===== src/rtl/vixen_fetch_pkg.sv =====
// Shared types for the vixen SMT fetch scheduler.
package vixen_fetch_pkg;

    typedef enum logic [1:0] {IDLE, REQ, RESP} fetch_state_e;

    typedef logic tid_t;

    function automatic int offset_w(input int bytes);
        return $clog2(bytes);
    endfunction

    localparam int FETCH_BYTES_DEFAULT = 16;
    localparam int FETCH_OFFSET_W      = offset_w(FETCH_BYTES_DEFAULT);

endpackage


===== src/rtl/vixen_rr_arb2.sv =====
// Two-way round-robin arbiter: the thread not granted last time wins when eligible.
module vixen_rr_arb2
    import vixen_fetch_pkg::*;
(
    input  logic [1:0] elig,
    input  tid_t       rr_last,
    output logic       gnt_valid,
    output tid_t       gnt_tid
);

    assign gnt_valid = |elig;
    assign gnt_tid   = elig[~rr_last] ? ~rr_last : rr_last;

endmodule


===== src/rtl/vixen_fetch_scheduler.sv =====
// SMT fetch scheduler: per-thread PCs, round-robin I-cache port, switch-on-miss, redirect/kill.
// Optional perf counters enabled by defining VIXEN_FETCH_PERF_EN.
//
// state | meaning
// IDLE  | pick an eligible thread, latch its aligned PC
// REQ   | request held on the I-cache port until accepted
// RESP  | waiting for hit/miss response of the outstanding request
module vixen_fetch_scheduler
    import vixen_fetch_pkg::*;
#(
    parameter int                ADDR_W      = 64,
    parameter int                FETCH_BYTES = 16,
    parameter logic [ADDR_W-1:0] RESET_PC    = '0
) (
    input  logic              clk,
    input  logic              rst,
    input  logic [1:0]        thread_active,
    input  logic [1:0]        thread_stall,
    input  logic              redirect_valid,
    input  logic              redirect_tid,
    input  logic [ADDR_W-1:0] redirect_pc,
    output logic              ic_req_valid,
    input  logic              ic_req_ready,
    output logic [ADDR_W-1:0] ic_req_addr,
    output logic              ic_req_tid,
    input  logic              ic_resp_valid,
    input  logic              ic_resp_hit,
    input  logic              ic_fill_done,
    input  logic              ic_fill_tid,
    output logic              fetch_valid,
    output logic              fetch_tid,
    output logic [ADDR_W-1:0] fetch_pc,
    output logic              kill_valid,
    output logic              kill_tid,
`ifdef VIXEN_FETCH_PERF_EN
    output logic [1:0][31:0]  perf_fetch_cnt,
    output logic [1:0][31:0]  perf_miss_cnt,
    output logic [1:0][31:0]  perf_blocked_cyc,
`endif
    output logic [ADDR_W-1:0] pc_t0,
    output logic [ADDR_W-1:0] pc_t1
);

    localparam logic [ADDR_W-1:0] STEP       = ADDR_W'(FETCH_BYTES);
    localparam logic [ADDR_W-1:0] ALIGN_MASK = ~(STEP - 1'b1);

    fetch_state_e      state, state_next;
    logic [ADDR_W-1:0] pc [2];
    logic [1:0]        blocked, blocked_next, elig;
    logic [1:0]        hit_oh, miss_oh;
    tid_t              rr_last, req_tid, gnt_tid;
    logic [ADDR_W-1:0] req_addr, grant_pc;
    logic              killed, gnt_valid, grant, redir_hit, resp_fire, resp_live;

    assign elig = thread_active & ~thread_stall & ~blocked;

    vixen_rr_arb2 u_arb (
        .elig      (elig),
        .rr_last   (rr_last),
        .gnt_valid (gnt_valid),
        .gnt_tid   (gnt_tid)
    );

    assign grant     = (state == IDLE) && gnt_valid;
    assign redir_hit = redirect_valid && (redirect_tid == req_tid);
    assign resp_fire = (state == RESP) && ic_resp_valid;
    // A redirect landing with the response kills it just like an earlier one.
    assign resp_live = resp_fire && !killed && !redir_hit;
    // Forward a same-cycle redirect so a fresh grant never fetches the stale PC.
    assign grant_pc  = (redirect_valid && (redirect_tid == gnt_tid)) ? redirect_pc : pc[gnt_tid];

    always_comb begin
        hit_oh  = '0;
        miss_oh = '0;
        if (resp_live) begin
            hit_oh[req_tid]  = ic_resp_hit;
            miss_oh[req_tid] = !ic_resp_hit;
        end
        blocked_next = blocked;
        if (ic_fill_done)
            blocked_next[ic_fill_tid] = 1'b0;
        blocked_next = blocked_next | miss_oh;
    end

    always_comb begin
        state_next = state;
        case (state)
            IDLE:    if (gnt_valid)     state_next = REQ;
            REQ:     if (ic_req_ready)  state_next = RESP;
            RESP:    if (ic_resp_valid) state_next = IDLE;
            default:                    state_next = IDLE;
        endcase
    end

    always_ff @(posedge clk) begin
        if (rst) begin
            state       <= IDLE;
            pc[0]       <= RESET_PC;
            pc[1]       <= RESET_PC;
            blocked     <= '0;
            rr_last     <= 1'b1;
            req_tid     <= 1'b0;
            req_addr    <= '0;
            killed      <= 1'b0;
            fetch_valid <= 1'b0;
            fetch_tid   <= 1'b0;
            fetch_pc    <= '0;
            kill_valid  <= 1'b0;
            kill_tid    <= 1'b0;
        end else begin
            state       <= state_next;
            blocked     <= blocked_next;
            fetch_valid <= 1'b0;
            kill_valid  <= 1'b0;
            if (grant) begin
                req_tid  <= gnt_tid;
                req_addr <= grant_pc & ALIGN_MASK;
                rr_last  <= gnt_tid;
                killed   <= 1'b0;
            end
            if (state != IDLE && redir_hit) begin
                killed     <= 1'b1;
                kill_valid <= 1'b1;
                kill_tid   <= redirect_tid;
            end
            if (resp_live && ic_resp_hit) begin
                fetch_valid  <= 1'b1;
                fetch_tid    <= req_tid;
                fetch_pc     <= req_addr;
                pc[req_tid]  <= req_addr + STEP;
            end
            if (redirect_valid)
                pc[redirect_tid] <= redirect_pc;
        end
    end

`ifdef VIXEN_FETCH_PERF_EN
    always_ff @(posedge clk) begin
        if (rst) begin
            perf_fetch_cnt   <= '0;
            perf_miss_cnt    <= '0;
            perf_blocked_cyc <= '0;
        end else begin
            for (int i = 0; i < 2; i++) begin
                if (hit_oh[i] && perf_fetch_cnt[i] != '1)
                    perf_fetch_cnt[i] <= perf_fetch_cnt[i] + 32'd1;
                if (miss_oh[i] && perf_miss_cnt[i] != '1)
                    perf_miss_cnt[i] <= perf_miss_cnt[i] + 32'd1;
                if (blocked[i] && perf_blocked_cyc[i] != '1)
                    perf_blocked_cyc[i] <= perf_blocked_cyc[i] + 32'd1;
            end
        end
    end
`endif

    assign ic_req_valid = (state == REQ);
    assign ic_req_addr  = req_addr;
    assign ic_req_tid   = req_tid;
    assign pc_t0        = pc[0];
    assign pc_t1        = pc[1];

endmodule

===== config.mk =====
export PLATFORM = sky130hd
export DESIGN_NAME = vixen_fetch_scheduler
export DESIGN_NICKNAME = d
export VERILOG_FILES = /design/src/rtl/vixen_fetch_pkg.sv /design/src/rtl/vixen_rr_arb2.sv /design/src/rtl/vixen_fetch_scheduler.sv
export SDC_FILE = /design/constraint.sdc
export NUM_CORES = 1
export LEC_CHECK = 0
export ABC_AREA = 1
export ABC_CLOCK_PERIOD_IN_PS = 8400
export BUFFER_PORTS_ARGS = -buffer_cell sky130_fd_sc_hd__clkbuf_2
export CORE_MARGIN = 8
export CORE_UTILIZATION = 30
export DETAILED_ROUTE_END_ITERATION = 10
export PLACE_DENSITY = 0.6
export SLEW_MARGIN = 40
export SYNTH_ARGS = -nofsm -noshare
export SYNTH_HDL_FRONTEND = slang
export SYNTH_SLANG_ARGS = --single-unit

===== constraint.sdc =====
create_clock -name clk -period 8.4 [get_ports clk]
set_input_delay 0.84 -clock clk [delete_from_list [all_inputs] [get_ports clk]]
set_output_delay 0.84 -clock clk [all_outputs]
set_load 0.01 [all_outputs]

==> out/metrics.cfg <==
[status]
outcome=finished clean

[timing]
hold_violations=0
period_share_pct=43.2
rsz0062_at_grt=no
max_slew_margin_pct=41.5
tightest_slew_ns=0.875
fin_skew_ns=0.0209
setup_ws_ns=4.77
min_period_ns=3.63
slew_viol_final=0
hold_ws_ns=0.469
max_freq_mhz=275
final.setup.tns_ns=0
finalSetupViolations=0

[critical_path]
path_class=in -> reg
worstPathArrival_ns=4.09
r2r_cells=11
critPathMaxFanout=61
cp_slowest_cell=nand3_2
cp.required_ns=8.86
path_cells=clkbuf_2 -> nand3b_1 -> nand2_2 -> nand2_4 -> nand2_2 -> buf_4 -> nand3_2 -> buf_4 -> nand2_1 -> nand3_1 -> o21ai_0
critPathMaxStageDelay_ns=0.66
crit_path_start_kind=input pin
endpoint_kind=flip-flop

[yosys]
synth_edf_count=128
synth_area_per_cell_sq_um=7.55
async_flop_share_pct=0
yosysWarningCount=0
yosysUniqueCellTypes=29
ys.flop_type=dfxtp_1
syn_area_sq_um=13200
ys_ff_latch=259
syn_inst=1751
ys_seq_area_share_pct=48.9

[drt]
avgViaCountPerCell=4.97
drtIter0Drc=1177
ant_nets=0
wl_per_cell_um=21.4
route.detailed.drc=0
via_count=13200
drt_pass1_iterations=6
drt_wl_total_um=56500

[clock_network]
insertion_delay_ns=0.56
cts_setup_buffers=0
ctsHoldBuffers=0
cts_made_buffers=28
cts_tree=done
cts_resized=0
clock_path_buffers=3
cts_sinks=259
cts-htree-levels=1
cts.root.buffer_cell=clkbuf_16
clk_pin_slew_ns=0.07

[power_and_ir_drop]
clock_power_share_pct=38.3
combPwrFrac_pct=15.3
p_per_area_nw_per_um2=198
seq_power_share_pct=46.5
ir_worst_vdd_v=0.000136
p_sw_share_pct=29.9
internal-power_mw=2.27
p_leak_nw=6.91
p_switching_mw=0.965
p_total_mw=3.23

[grt]
grt_pass1_vias=12900
top_usage_layer=met2
grt_pass1_wl_um=83600
use_met3_pct=5.58
use_met2_pct=33.8
grt_max_degree=81
use_met1_pct=27.9
antenna_found_initial=3
grt_overflow=0
grtUsageTotal_pct=21.5

[final_layout]
multi_input_comb_area_sq_um=5610
syn_to_final_growth_pct=23.4
fin_nets=2109
num_antenna_cells=0
fillers=4572
seq_area_sq_um=6470
drive_above_1_share_pct=20.5

[placement]
dp_slack_ns=4.28
portBuffers=330
dp_hpwl_um=43200
gp_congestion=0.909

[die]
die_h_um=226
io_pins=339
start_util_pct=30.2
fp-row-count=77
fp.dieArea_sq_um=51000
die_w_um=226
core_area_sq_um=43800

[min_path]
holdCritPathClass=reg -> reg
hold_depth=2

[job]
max_cap_viol_count=0

final cells by class:
type | instances | area share [%]
multi-input cells | 1202 | 34.4
inverters | 193 | 4.48
flip-flops and latches | 259 | 39.6
clock buffers | 39 | 4.98
clock inverters | 13 | 0.629
repair buffers | 347 | 11.4
well taps | 592 | 4.54
per-stage QoR:
step / std cells / area, sq um / utilization (%)
finish: 2645 / 16300 / 37.2
floorplan: 1758 / 13200 / -
detailed placement: 2593 / 15400 / 35.1
CTS: 2645 / 16300 / 37.2
global route: 2645 / 16300 / 37.2
global placement: 2587 / 15300 / 34.8
cells in the mapped netlist (5+ instances only):
master | number | share of area (%)
nand4_1 | 74 | 3.5
xor2_1 | 29 | 1.9
nor2_2 | 6 | 0.28
inv_1 | 185 | 5.3
o21ai_1 | 5 | 0.19
a21oi_1 | 66 | 2.5
nand3_1 | 118 | 4.5
o22ai_1 | 32 | 1.5
o21ai_0 | 237 | 9.0
nand2_1 | 441 | 13
buf_4 | 14 | 0.79
clkbuf_1 | 50 | 1.4
edfxtp_1 | 128 | 29
inv_2 | 7 | 0.20
dfxtp_1 | 131 | 20
nor2_1 | 171 | 4.9
buf_2 | 36 | 1.4
worst max-delay path, delay by kind of cell:
family	cells	cell delay [ns]
buffers and inverters	3	1.17
and+or+nand+nor	7	1.85
AOI/OAI and AO/OA	1	0.13
logic make-up after synthesis:
group | synth area share (%)
AOI/OAI and AO/OA | 13.2
xor gates and xnor gates | 1.99
adders and majority gates | 0.0946
buffers and inverters | 9.36
DFF | 48.9
other | 0.0284
and+or+nand+nor | 26.5
sequential cells by signal, summed over array words and instances (netlist names):
register and cells:
ic_req_addr 60, killed 1, kill_valid 1, state 2
kill_tid 1, rr_last 1, fetch_tid 1, blocked 2
fetch_valid 1, pc 128, ic_req_tid 1, fetch_pc 60
cell usage in the layout, fill, tap and decap left out, drive strengths merged:
cell type and n:
ha 1, nor2 180, a21oi 66, nand4 75, o21ai 242, clkinvlp 1
buf 17, xor2 29, inv 194, xnor2 1, nand3 119, clkbuf 369
clkinv 10, nand2 445, nor3 1, nand3b 3, bufinv 1, edfxtp 128
o22ai 32, conb 8, dfxtp 131
power groups by stage:
stage / logic, mW / clock network [mW] / registers, mW
final: 0.493 / 1.24 / 1.50
after global placement: 0.482 / 0 / 1.53
after CTS: 0.495 / 1.26 / 1.50
after floorplan: 0.241 / 0 / 1.53
after detailed placement: 0.492 / 0 / 1.53
after global routing: 0.547 / 1.30 / 1.51
metal layers:
layer  vias up  wire length, um
met4         6             2340
met2       571            25200
met5         -               41
li1       6339                -
met1      6118            24300
met3       121             4660
final timing paths:
path / slack, ns / startpoint / end
hold / removal: 0.47 / blocked[1] / blocked[1]
setup / recovery: 4.77 / thread_stall[1] / ic_req_addr[45]
hold reg to reg: 0.47 / blocked[1] / blocked[1]
setup reg to reg: 4.83 / blocked[1] / ic_req_addr[45]
Power figures use the tool's default switching activity.
